## src/rtl/load_store_unit_if.sv

```systemverilog
// load_store_unit_if: core-side request/response handshake bundle for load_store_unit.
interface load_store_unit_if;
  logic        req_valid;
  logic        req_ready;
  logic        req_store;
  logic [2:0]  req_funct3;
  logic [31:0] req_addr;
  logic [31:0] req_wdata;
  logic        resp_valid;
  logic        resp_ready;
  logic [31:0] resp_rdata;
  logic        resp_err;
  modport master (
    output req_valid, req_store, req_funct3, req_addr, req_wdata, resp_ready,
    input  req_ready, resp_valid, resp_rdata, resp_err
  );
  modport slave (
    input  req_valid, req_store, req_funct3, req_addr, req_wdata, resp_ready,
    output req_ready, resp_valid, resp_rdata, resp_err
  );
endinterface

```

## src/rtl/load_store_unit.sv

```systemverilog
// load_store_unit: RISC-V style load/store unit with read-modify-write for byte/half stores.
// Define LSU_SUBWORD_EN to enable LB/LH/LBU/LHU/SB/SH; otherwise only LW/SW are legal.
module load_store_unit #(
  parameter int MEM_WORDS = 15
) (
  input  logic               CLK,
  input  logic               RST_N,
  load_store_unit_if.slave   bus,
  output logic               WE,
  output logic [31:0]        A,
  output logic [31:0]        WD,
  input  logic [31:0]        RD
);
  typedef enum logic [2:0] {IDLE, READ, RMW_RD, WRITE, RESP} state_t;
  state_t      state;
  logic        st;
  logic [2:0]  f3;
  logic [31:0] addr;
  logic [31:0] wdata;
  logic        valid_op;
  logic        misalign;
  logic        oor;
  logic        err;
  logic        accept;
  logic [31:0] load_val;
  assign bus.req_ready = (state == IDLE) && RST_N;
  assign accept = bus.req_valid && bus.req_ready;
  always_comb begin
`ifdef LSU_SUBWORD_EN
    valid_op = bus.req_store ? bus.req_funct3 inside {3'b000, 3'b001, 3'b010}
                             : bus.req_funct3 inside {3'b000, 3'b001, 3'b010, 3'b100, 3'b101};
`else
    valid_op = bus.req_funct3 == 3'b010;
`endif
    misalign = (bus.req_funct3[1:0] == 2'b01 && bus.req_addr[0]) ||
               (bus.req_funct3[1:0] == 2'b10 && bus.req_addr[1:0] != 2'b00);
    oor = bus.req_addr[31:2] >= 30'(MEM_WORDS);
    err = !valid_op || misalign || oor;
  end
`ifdef LSU_SUBWORD_EN
  logic [7:0]  lane_b;
  logic [15:0] lane_h;
  logic [31:0] merged;
  logic        unused_cap;
  assign unused_cap = ^{st, addr[31:2]};
  always_comb begin
    lane_b = RD[{addr[1:0], 3'b000} +: 8];
    lane_h = RD[{addr[1], 4'b0000} +: 16];
    load_val = (f3 == 3'b000) ? {{24{lane_b[7]}}, lane_b} :
               (f3 == 3'b001) ? {{16{lane_h[15]}}, lane_h} :
               (f3 == 3'b100) ? {24'd0, lane_b} :
               (f3 == 3'b101) ? {16'd0, lane_h} : RD;
    merged = RD;
    if (f3[0])
      merged[{addr[1], 4'b0000} +: 16] = wdata[15:0];
    else
      merged[{addr[1:0], 3'b000} +: 8] = wdata[7:0];
  end
`else
  logic unused_cap;
  assign unused_cap = ^{st, f3, addr, wdata};
  assign load_val = RD;
`endif
  always_ff @(posedge CLK or negedge RST_N) begin
    if (!RST_N) begin
      state      <= IDLE;
      st         <= 1'b0;
      f3         <= 3'd0;
      addr       <= 32'd0;
      wdata      <= 32'd0;
      WE         <= 1'b0;
      A          <= 32'd0;
      WD         <= 32'd0;
      bus.resp_valid <= 1'b0;
      bus.resp_err   <= 1'b0;
      bus.resp_rdata <= 32'd0;
    end else begin
      case (state)
        IDLE: if (accept) begin
          st    <= bus.req_store;
          f3    <= bus.req_funct3;
          addr  <= bus.req_addr;
          wdata <= bus.req_wdata;
          if (err) begin
            state          <= RESP;
            bus.resp_valid <= 1'b1;
            bus.resp_err   <= 1'b1;
            bus.resp_rdata <= 32'd0;
          end else if (!bus.req_store) begin
            state <= READ;
            A     <= {bus.req_addr[31:2], 2'b00};
          end else if (bus.req_funct3 == 3'b010) begin
            state <= WRITE;
            A     <= {bus.req_addr[31:2], 2'b00};
            WE    <= 1'b1;
            WD    <= bus.req_wdata;
          end else begin
            state <= RMW_RD;
            A     <= {bus.req_addr[31:2], 2'b00};
          end
        end
        READ: begin
          state          <= RESP;
          A              <= 32'd0;
          bus.resp_valid <= 1'b1;
          bus.resp_rdata <= load_val;
        end
`ifdef LSU_SUBWORD_EN
        RMW_RD: begin
          state <= WRITE;
          WE    <= 1'b1;
          WD    <= merged;
        end
`endif
        WRITE: begin
          state          <= RESP;
          WE             <= 1'b0;
          WD             <= 32'd0;
          A              <= 32'd0;
          bus.resp_valid <= 1'b1;
          bus.resp_rdata <= 32'd0;
        end
        RESP: if (bus.resp_ready) begin
          state          <= IDLE;
          bus.resp_valid <= 1'b0;
          bus.resp_err   <= 1'b0;
          bus.resp_rdata <= 32'd0;
        end
        default: begin
          state <= IDLE;
          WE    <= 1'b0;
          A     <= 32'd0;
          WD    <= 32'd0;
        end
      endcase
    end
  end
endmodule

```

## src/flat_wrapper.sv

```systemverilog
// flat-port wrapper written by rule: the top's interface ports become plain ports
module load_store_unit_flat 
#(
  parameter int MEM_WORDS = 15
)
  (CLK, RST_N, WE, A, WD, RD, bus_req_valid, bus_req_store, bus_req_funct3, bus_req_addr, bus_req_wdata, bus_resp_ready, bus_req_ready, bus_resp_valid, bus_resp_rdata, bus_resp_err);
  load_store_unit_if bus_i ();
  input  logic CLK;
  input  logic RST_N;
  output logic WE;
  output logic [31:0] A;
  output logic [31:0] WD;
  input  logic [31:0] RD;
  input wire logic [$bits(bus_i.req_valid)-1:0] bus_req_valid;
  input wire logic [$bits(bus_i.req_store)-1:0] bus_req_store;
  input wire logic [$bits(bus_i.req_funct3)-1:0] bus_req_funct3;
  input wire logic [$bits(bus_i.req_addr)-1:0] bus_req_addr;
  input wire logic [$bits(bus_i.req_wdata)-1:0] bus_req_wdata;
  input wire logic [$bits(bus_i.resp_ready)-1:0] bus_resp_ready;
  output wire logic [$bits(bus_i.req_ready)-1:0] bus_req_ready;
  output wire logic [$bits(bus_i.resp_valid)-1:0] bus_resp_valid;
  output wire logic [$bits(bus_i.resp_rdata)-1:0] bus_resp_rdata;
  output wire logic [$bits(bus_i.resp_err)-1:0] bus_resp_err;
  assign bus_i.req_valid = bus_req_valid;
  assign bus_i.req_store = bus_req_store;
  assign bus_i.req_funct3 = bus_req_funct3;
  assign bus_i.req_addr = bus_req_addr;
  assign bus_i.req_wdata = bus_req_wdata;
  assign bus_i.resp_ready = bus_resp_ready;
  assign bus_req_ready = bus_i.req_ready;
  assign bus_resp_valid = bus_i.resp_valid;
  assign bus_resp_rdata = bus_i.resp_rdata;
  assign bus_resp_err = bus_i.resp_err;
  load_store_unit #(.MEM_WORDS(MEM_WORDS)) u_core (.CLK(CLK), .RST_N(RST_N), .bus(bus_i), .WE(WE), .A(A), .WD(WD), .RD(RD));
endmodule
```

## config.mk

```make
export PLATFORM = sky130hd
export DESIGN_NAME = load_store_unit_flat
export DESIGN_NICKNAME = d
export VERILOG_FILES = /design/src/rtl/load_store_unit_if.sv /design/src/rtl/load_store_unit.sv /design/src/flat_wrapper.sv
export SDC_FILE = /design/constraint.sdc
export NUM_CORES = 1
export LEC_CHECK = 0
export ABC_CLOCK_PERIOD_IN_PS = 2040
export CAP_MARGIN = 20
export CORE_MARGIN = 2
export CORE_UTILIZATION = 39
export DETAILED_ROUTE_END_ITERATION = 8
export PLACE_DENSITY = 0.87
export SETUP_SLACK_MARGIN = 0.5
export SYNTH_ARGS = -nofsm -noshare
export SYNTH_HDL_FRONTEND = slang
export SYNTH_SLANG_ARGS = --single-unit
export TNS_END_PERCENT = 10
```

## constraint.sdc

```tcl
create_clock -name CLK -period 2.04 [get_ports CLK]
set_clock_uncertainty 0.05 [all_clocks]
set_input_delay 0.408 -clock CLK [delete_from_list [all_inputs] [get_ports CLK]]
set_output_delay 0.408 -clock CLK [all_outputs]
set_load 0.01 [all_outputs]
```

==> results.toml, run 1 <==
[outcome]
outcome = "finished clean"

[drt]
drcViolationCount = 0
routedWlPerCell_um = 16.9
drt_iter0_markers = 94
firstDrtPassIters = 4
wl_um = 10800
ant_nets = 0
vias_per_cell = 4.90
vias = 3118

[worst_setup_path]
critPathRequiredTime_ps = 2220
critPathKind = "reg -> reg"
path_cells = "or2_4 -> buf_6 -> a21oi_4 -> nor2_4 -> and3_4 -> buf_6 -> buf_12 -> a22o_1"
crit_path_end_kind = "flop"
cp.arrival_ps = 2030
cp_max_fo = 6
critPathMaxStageDelay_ps = 400
cp_slowest_cell = "dfrtp_1"
start_kind = "flop"
crit_top_cell = "buf_6"

[die]
rows = 35
io-pin-count = 204
die_area_um2 = 10300
start_util_pct = 40.3
die_y_um = 102
die_w_um = 102
core_area_um2 = 9240

[cells_and_area]
drive_gt1_share_pct = 21.7
stdcell_area_um2 = 6470
layout_common_cells = "clkdlybuf4s50_1 (163), dfrtp_1 (99), a22o_1 (52), and2_1 (27), buf_4 (26)"
final_common_cell = "clkdlybuf4s50_1"
area_growth_pct = 73.8
fin_nets = 605
postLayoutCoreUtil_pct = 70.0

[synthesis]
ys_warn_count = 0
syn_area_um2 = 3720
ys_seq_area_share_pct = 67.2
synth-seq-cells = 100
netlist_instances = 269
syn_avg_cell_area_um2 = 13.8
yosys.cell_types.count = 33

[placement]
port_buffers = 201
placed_cell_area_um2 = 6020
gp_congestion = 0.771
hpwlAfterDp_um = 7620

[timing]
hold_ws_ps = 85.4
final.setup.tns_ps = 0
min_period_over_period_pct = 90.4
fmax_mhz = 542
worstMarginPinSlew_ps = 790
min_period_ps = 1840
drv_slew = 0
setup_viol = 0
hold_viol = 0
max_slew_margin_pct = 47.4
rsz0062_at_grt = "true"

[cts]
cts_max_level = 3
tritoncts = "done"
clock-sinks = 100
cts_buffer_depth = 2
path_clk_slew_ps = 90
root_buffer = "clkbuf_8"
cts_buffers = 9
clk_latency_ps = 340

[global_routing]
grt_pass1_vias = 3364
grt_pass1_wl_um = 17000
grt_use_total_pct = 21.2
grt_max_degree = 65
grt_antenna_before_repair = 1
grt_overflow = 0

[power]
irDropWorstVdd_v = 0.000370
power_density_nw_per_um2 = 562
p_leak_nw = 2.94
total_power_mw = 3.64

[flow_run]
maxCapViolations = 0

[min_path]
hold_path.class = "in -> async"
[sequential cells by signal, summed over array words and instances, names as in the netlist]
register / count
u_core.A: 30
u_core.WD: 32
u_core.WE: 1
u_core.bus.resp_err: 1
u_core.bus.resp_rdata: 32
u_core.bus.resp_valid: 1
u_core.state: 3
[cell type report]
| class | instances | area [um^2] |
|---|---|---|
| inverters | 1 | 3.75 |
| well taps | 129 | 161 |
| repair buffers | 241 | 2390 |
| clock buffers | 10 | 128 |
| clock inverters | 6 | 65.1 |
| multi-input cells | 148 | 1210 |
| flip-flops and latches | 100 | 2500 |
| fillers | 677 | 2770 |
| diodes | 1 | 2.50 |
[worst paths after layout]
check                      slack, ps                       end       startpoint  cells past startpoint
max                              200             u_core.WD[10]  u_core.state[0]                      8
min in group CLK                 420           u_core.state[0]            RST_N                      4
max in group asynchronous       1210  u_core.bus.resp_rdata[6]            RST_N                      2
min                               90           u_core.state[0]            RST_N                      2
min reg2reg                      440               u_core.A[7]      u_core.A[7]                      1
max reg2reg                      200             u_core.WD[10]  u_core.state[0]                      8
[power by group]
part	switching [mW]	internal, mW
sequential	0.00867	1.99
combinational	0.164	0.235
clock	0.669	0.568
[metrics by stage]
stage | setup slack, ps | instances
after floorplan | 93.7 | 270
after global placement | -412 | 604
after detailed placement | -471 | 604
after CTS | 55.1 | 633
after global routing | 139 | 636
final | 196 | 636
[critical path: cells and delay by family (launching register included)]
family                 cells  cell delay (ps)
DFF                        1              400
buffers and inverters      3              380
and+or+nand+nor            3              560
AOI/OAI and AO/OA          2              340
[routing by layer]
layer | up-vias | global-route usage [%] | part of all wire [%]
met2 | 128 | 34.3 | 48
met3 | 15 | 5.45 | 7.2
li1 | 1451 | - | -
met4 | 0 | 6.86 | 1.7
met1 | 1524 | 28.2 | 43
met5 | - | 0 | 0
[timing repair]
action / in CTS / in global routing
endpoints found under the setup margin: 198 / 198
gates cloned: 4 / 0
hold buffers: 0 / 0
buffers inserted: 9 / 2
gates resized for setup: 109 / 21
pin swaps: 11 / 11
[kinds of logic (layout without fill, tap and decap cells)]
logic type / after synthesis / count (layout) / synth area share (%)
AO/OA/AOI/OAI: 84 / 84 / 18.8
flip-flops: 100 / 100 / 67.2
other: 1 / 3 / 0.101
buffers and inverters: 22 / 258 / 3.36
AND/OR/NAND/NOR: 62 / 62 / 10.5
[Yosys cell counts]
| library cell | n | share of area [%] |
|---|---|---|
| nor3_4 | 1 | 0.44 |
| nand2_1 | 3 | 0.30 |
| a21boi_0 | 1 | 0.20 |
| a22o_1 | 52 | 12 |
| nand4_1 | 2 | 0.34 |
| nor4b_2 | 1 | 0.40 |
| nor4_1 | 4 | 0.67 |
| nand3_1 | 7 | 0.94 |
| a21oi_1 | 7 | 0.94 |
| inv_1 | 1 | 0.10 |
| nor2_1 | 5 | 0.50 |
| a22oi_1 | 1 | 0.20 |
| o22ai_1 | 1 | 0.17 |
| buf_2 | 4 | 0.54 |
| nand2b_1 | 1 | 0.17 |
| nor3_1 | 3 | 0.40 |
| o21ai_1 | 1 | 0.13 |
| conb_1 | 1 | 0.10 |
| or2_2 | 2 | 0.34 |
| and3b_1 | 1 | 0.24 |
| a22o_2 | 12 | 3.2 |
| o21ba_2 | 1 | 0.27 |
| o31ai_1 | 1 | 0.20 |
| buf_4 | 2 | 0.40 |
| buf_6 | 4 | 1.2 |
| and3_1 | 1 | 0.17 |
| dfrtp_1 | 100 | 67 |
| and2_1 | 27 | 4.5 |
| clkbuf_1 | 11 | 1.1 |
| o21ai_0 | 6 | 0.81 |
| nor4_2 | 2 | 0.67 |
| or3_1 | 2 | 0.34 |
| o21ai_4 | 1 | 0.44 |
(Power assumes the default switching activity.)
==> inputs of run 2 (changes only) <==
- GPL_ROUTABILITY_DRIVEN: not set -> 0
- TNS_END_PERCENT: 10 -> 30
==> results.toml, run 2 (synthesized netlist as in run 1, its figures left out) <==
[die]
io-pin-count = 204
die_area_um2 = 10300
start_util_pct = 40.3
rows = 35
die_y_um = 102
die_w_um = 102
core_area_um2 = 9240

[worst_setup_path]
start_kind = "primary input"
cp.arrival_ps = 2120
rr_endpoint = "u_core.WD[29]"
rr_worst_depth = 7
reg2reg_slack_ps = 220
critPathKind = "in -> reg"
critPathRequiredTime_ps = 2280
r2r-start = "u_core.state[2]"
crit_path_end_kind = "flop"
cp_max_fo = 8

[cells_and_area]
area_growth_pct = 77.3
drive_gt1_share_pct = 22.1
fin_nets = 606
final_cells = 636
stdcell_area_um2 = 6600
layout_common_cells = "clkdlybuf4s50_1 (163), dfrtp_1 (99), a22o_1 (52), and2_1 (26), buf_4 (21)"
final_common_cell = "clkdlybuf4s50_1"
postLayoutCoreUtil_pct = 71.4
diodes = 0
reg.largest.list = "u_core.WD (32), u_core.bus.resp_rdata (32), u_core.A (30)"

[timing]
max_slew_margin_pct = 39.1
worstMarginPinSlew_ps = 914
min_period_over_period_pct = 91.9
layout_setup_ws_ps = 165
min_period_ps = 1870
fmax_mhz = 533
hold_viol = 0
rsz0062_at_grt = "true"
final.setup.tns_ps = 0
hold_ws_ps = 19.1
drv_slew = 0
setup_viol = 0

[power]
power_density_nw_per_um2 = 581
total_power_mw = 3.83
p_leak_nw = 3.00
irDropWorstVdd_v = 0.000353

[drt]
wl_um = 11100
vias = 3172
routedWlPerCell_um = 17.5
vias_per_cell = 4.99
ant_nets = 0
firstDrtPassIters = 4
drcViolationCount = 0
drt_iter0_markers = 108

[placement]
place_worst_setup_slack_ps = -451
hpwlAfterDp_um = 7490
post-place-cells = 600
placed_cell_area_um2 = 5990
port_buffers = 201

[cts]
tritoncts = "done"
cts_max_level = 3
cts_buffers = 9
cts_buffer_depth = 2
path_clk_slew_ps = 110
clk_latency_ps = 350
root_buffer = "clkbuf_8"
clock-sinks = 100

[global_routing]
grt_max_degree = 76
grt_use_total_pct = 21.9
grt_antenna_before_repair = 0
grt_overflow = 0
grt_pass1_wl_um = 17500
grt_pass1_vias = 3393

[outcome]
outcome = "finished clean"

[flow_run]
maxCapViolations = 0

[min_path]
hold_path.class = "in -> async"
[run 2: layout make-up]
type	count	area (um^2)
fill	611	2640
multi-input combinational	148	1230
clock inverter	5	66.3
tap	129	161
inverter	1	3.75
clock buffer	11	151
sequential	100	2500
timing repair buffer	242	2480
[run 2: timing repair]
item                                   in CTS  in global routing
hold buffers                                1                  0
endpoints found under the hold margin       1                  0
setup endpoints to repair                 198                198
buffers inserted                           13                  0
gates resized for setup                   138                  2
cloned                                      6                  0
pin swaps                                  40                  8
[run 2: worst max-delay path by stage]
stage	start	to	slack, ps
5_1_grt	bus_req_funct3[2]	u_core.bus.resp_rdata[23]	80
4_1_cts	bus_req_addr[1]	u_core.bus.resp_rdata[23]	170
3_5_place_dp	bus_req_addr[24]	u_core.bus.resp_rdata[28]	-450
2_1_floorplan	bus_req_addr[24]	u_core.bus.resp_rdata[10]	90
3_3_place_gp	bus_req_addr[25]	u_core.bus.resp_rdata[5]	-360
6_report	bus_req_funct3[2]	u_core.bus.resp_rdata[5]	170
[run 2: worst max-delay path: stages]
cell     delay (ps)
buf_6           100
nor4_4          260
nand4_1         160
buf_4           160
or3_4           340
o21ai_4         220
buf_6           120
buf_6           100
buf_16          120
a22o_2          120
[run 2: power breakdown]
| group | internal (mW) | switching, mW | total [mW] |
|---|---|---|---|
| Sequential | 1.99 | 0.0111 | 2.00 |
| Clock | 0.652 | 0.709 | 1.36 |
| Combinational | 0.287 | 0.182 | 0.469 |
[run 2: per-layer routing]
layer / wire length, um / global-route usage [%] / vias up
met5: 0 / 0 / -
met3: 841 / 6.28 / 22
li1: - / - / 1455
met1: 4470 / 27.0 / 1561
met4: 263 / 8.73 / 0
met2: 5570 / 36.3 / 134
==> RTL change 1 (flow settings as in run 1) <==
Make the reset (`RST_N`) synchronous in one clocked block.
--- a/src/rtl/load_store_unit.sv
+++ b/src/rtl/load_store_unit.sv
@@ -61,7 +61,7 @@
   assign unused_cap = ^{st, f3, addr, wdata};
   assign load_val = RD;
 `endif
-  always_ff @(posedge CLK or negedge RST_N) begin
+  always_ff @(posedge CLK) begin
     if (!RST_N) begin
       state      <= IDLE;
       st         <= 1'b0;
Check against the original RTL: differs if RST_N is asserted again (counterexample within 4 cycles, from zero or initial values and one cycle with RST_N low); with RST_N held inactive, the same outputs for 10 cycles.
==> RTL change 1 against run 1 <==
  * Total power grew 1.7%
  * Area after synthesis shrank 8.7%
  * Sequential share of layout area shrank 7.6 points
  * First-iteration DRC count grew 11%
  * Sequential cell count is the same
  * Final area shrank 0.19%
  * Wire length grew 6.1%
  * Worst setup slack lost 130 ps
  * Largest cell class is now buffers
  * Largest power group unchanged
==> RTL change 1: results (changes against run 1) <==
Dpl hpwl: 7568 um (was 7623 um)
Number of nets in the layout: 677 (was 605)
Main flop type after synthesis: dfxtp_1 (was dfrtp_1)
Static Leak: 2.584 nW (was 2.940 nW)
FF-to-FF setup slack: 60 ps (was 200 ps)
Worst EP arrival: 2180 ps (was 2030 ps)
Comb group: 0.000435 W (was 0.000399 W)
NetSw: 0.0008570 W (was 0.0008424 W)
Highest Signal Layer: met5 (was met4)
CP max-delay cell: dfxtp_4 (was dfrtp_1)
Met2 Usage GRT: 44.07% (was 34.31%)
CP max stage delay: 360 ps (was 400 ps)
Grt met3 use: 7.626% (was 5.452%)
CP max FO: 5 (was 6)
Met1 wire length: 4375 um (was 4591 um)
Worst setup startpoint: u_core.state[2] (was u_core.state[0])
Vias in the first global route: 3617 (was 3364)
Dpl cells: 639 (was 604)
DR vias: 3449 (was 3118)
Top cells by area, synth: dfxtp_1 59%, a22o_1 9.3%, nand2_1 7.6% (was dfrtp_1 67%, a22o_1 12%, and2_1 4.5%)
Pin count of the biggest net entering global routing: 35 (was 65)
Most frequent cells after synthesis: 100 x dfxtp_1, 69 x nand2_1, 36 x a22o_1 (was 100 x dfrtp_1, 52 x a22o_1, 27 x and2_1)
Status: finished clean (unchanged)
WL met3: 890 um (was 781 um)
Worst vdd ir: 419.9 uV (was 369.9 uV)
Sw Share: 23.16% (about the same)
First-pass GRT wire length: 18560 um (was 16980 um)
RR Endpoint: u_core.A[11] (was u_core.WD[10])
WL final: 11440 um (was 10770 um)
Distinct cell type count after synthesis: 35 (was 33)
Met1 usage: 27.18% (was 28.19%)
Dpl ws: -534.1 ps (was -471.0 ps)
## RTL change 1: cell count changes in the layout (fill, tap and decap cells not counted), sizes merged, moves of 5 or more
| cell | run 1 | this run |
|---|---|---|
| o21ai | 8 | 34 |
| nand2 | 3 | 69 |
| buf | 54 | 60 |
| dlymetal6s2s | 0 | 5 |
| clkdlybuf4s15 | 10 | 5 |
| dlygate4sd2 | 10 | 20 |
| nand3 | 7 | 0 |
| dfxtp | 0 | 100 |
| a22o | 64 | 36 |
| dfrtp | 100 | 0 |
## RTL change 1: how the worst max path moves through the flow
stage | cells past startpoint | end | slack, ps
final | 9 | u_core.A[11] | 60
after global routing | 9 | u_core.A[11] | 20
after CTS | 7 | u_core.WD[30] | 110
after detailed placement | 8 | u_core.A[6] | -530
after global placement | 8 | u_core.A[10] | -440
after floorplan | 6 | u_core.WD[0] | 110
## RTL change 1: final cells by class
class	instances	area, um^2
repair buffers	253	2680
flip-flops and latches	100	2007
multi-input cells	206	1419
clock buffers	11	141.4
clock inverters	5	60.06
inverters	3	11.26
well taps	108	135.1
fillers	557	2140
## RTL change 1: timing repair
action,CTS,global route
endpoints found under the setup margin,198,198
buffers inserted,19,4
pin swaps,47,24
gates resized for setup,122,21
gates cloned,8,0
## RTL change 1: cell families (layout without fill, tap and decap cells)
group / count (synthesis) / count (layout) / synth area share (%)
DFF: 100 / 100 / 58.91
buffers and inverters: 27 / 272 / 5.707
AOI/OAI and AO/OA: 82 / 82 / 17.08
xor gates and xnor gates: 1 / 1 / 0.2578
and+or+nand+nor: 121 / 121 / 17.93
other: 1 / 2 / 0.1104
==> RTL change 2 (config.mk and constraints of run 1) <==
Made on the original files. Add a define of `LSU_SUBWORD_EN`.
--- a/src/rtl/load_store_unit.sv
+++ b/src/rtl/load_store_unit.sv
@@ -1,5 +1,7 @@
 // load_store_unit: RISC-V style load/store unit with read-modify-write for byte/half stores.
 // Define LSU_SUBWORD_EN to enable LB/LH/LBU/LHU/SB/SH; otherwise only LW/SW are legal.
+`define LSU_SUBWORD_EN
+
 module load_store_unit #(
   parameter int MEM_WORDS = 15
 ) (
Formal check against the unedited RTL: not equivalent (a bounded check fails within 4 cycles, from zero or initial values and one cycle with RST_N low).
==> RTL change 2 against run 1 <==
  * The flow now finishes with violations (design-rule violations, negative setup slack)
  * Total power grew 130%
  * Combinational power grew to 6.7 times the old value
  * Largest power group is now clock
  * Area after synthesis up 83%
  * Sequential cell count grew 21
  * Critical endpoint is now u_core.WD[23]
  * Sequential share of layout area decreased by 12 points
  * Final area grew 79%
  * Wire length grew to 2.7 times the old value
  * Worst setup slack got worse by 320 ps
  * Synthesized cell count grew to 2.5 times the old value
==> RTL change 2: results (changes against run 1) <==
Vias in the first global route: 6687 (was 3364)
Comb group: 0.00266 W (was 0.000399 W)
Global route overflow: 0 (unchanged)
Top cells by area, synth: dfrtp_1 45%, mux2i_1 6.2%, nand2_1 5.9% (was dfrtp_1 67%, a22o_1 12%, and2_1 4.5%)
CP max FO: 8 (was 6)
Final Hold Viols: 0 (unchanged)
Fraction of synthesized cell area in xor and xnor cells: 0.1289% (was 0%)
Sequential group power: 0.00266 W (was 0.00200 W)
Met2 Usage GRT: 40.82% (was 34.31%)
CP max-delay cell: nor3_2 (was dfrtp_1)
Fraction of layout cells with a size suffix above 1: 34.77% (was 21.74%)
CP max stage delay: 530 ps (was 400 ps)
Max Slew Vio Count: 0 (unchanged)
Met2 WL: 13310 um (was 5221 um)
DRT Pass-1 Iters: 9 (was 4)
Dpl ws: -392.1 ps (was -471.0 ps)
First-pass GRT wire length: 36760 um (was 16980 um)
Clock-pin slew on the worst setup and hold paths: 70 ps (was 90 ps)
DRC marker count from the first detailed-route iteration: 1132 (was 94)
Post-synthesis compound-gate area fraction: 23.68% (was 18.83%)
Distinct cell type count after synthesis: 59 (was 33)
CTS root buf: clkbuf_16 (was clkbuf_8)
Grt met3 use: 7.196% (was 5.452%)
WL met3: 3275 um (was 781 um)
Final Hold Slack: 96.92 ps (was 85.39 ps)
Final setup violation count: 29 (was 0)
Post-Synth Adder-Cell Area: 0.9206% (was 0%)
Dpl hpwl: 17410 um (was 7623 um)
Number of warnings issued by yosys: 0 (unchanged)
Residual DRC: 9 (was 0)
Most frequent cells after synthesis: 121 x dfrtp_1, 106 x nand2_1, 42 x mux2i_1 (was 100 x dfrtp_1, 52 x a22o_1, 27 x and2_1)
# hold bufs at CTS: 1 (was 0)
Status: finished, violations left (was finished clean)
Number of nets in the layout: 1071 (was 605)
Worst skew pair latency: 420 ps (was 340 ps)
Worst vdd ir: 686.8 uV (was 369.9 uV)
NetSw: 0.002874 W (was 0.0008424 W)
Pin count of the biggest net entering global routing: 62 (was 65)
Static Leak: 6.717 nW (was 2.940 nW)
Met1 usage: 33.55% (was 28.19%)
Failing checks: design-rule violations, negative setup slack
Setup ws final: -122.1 ps (was 196.3 ps)
Worst setup startpoint: u_core.addr[0] (was u_core.state[0])
CP Capture Point: u_core.WD[23] (was u_core.WD[10])
CTS Buf Count: 17 (was 9)
Worst EP arrival: 2470 ps (was 2030 ps)
Post-cts sizing count: 69 (was 109)
WL final: 28870 um (was 10770 um)
Post-synthesis mux area share: 11.49% (was 0%)
Met1 wire length: 10430 um (was 4591 um)
H-Tree Level Count: 4 (was 3)
-- RTL change 2: through the flow --
step | cell area (um^2) | cells | setup TNS, ps | power, W
2_1_floorplan | 6834 | 674 | -2802 | 0.003753
3_3_place_gp | 9578 | 1128 | -27980 | 0.004537
3_5_place_dp | 9578 | 1128 | -32290 | 0.004582
4_1_cts | 10540 | 1184 | 0 | 0.007764
5_1_grt | 11550 | 1201 | -2079 | 0.008594
6_report | 11560 | 1202 | -1270 | 0.008324
-- RTL change 2: area by class of cell --
| class | count | area (um^2) |
|---|---|---|
| Inverter | 24 | 102.6 |
| Tap cell | 225 | 281.5 |
| Antenna cell | 2 | 5.005 |
| Fill cell | 1109 | 5620 |
| Clock inverter | 15 | 156.4 |
| Timing Repair Buffer | 322 | 3502 |
| Sequential cell | 121 | 3033 |
| Multi-Input combinational cell | 476 | 4050 |
| Clock buffer | 17 | 425.4 |
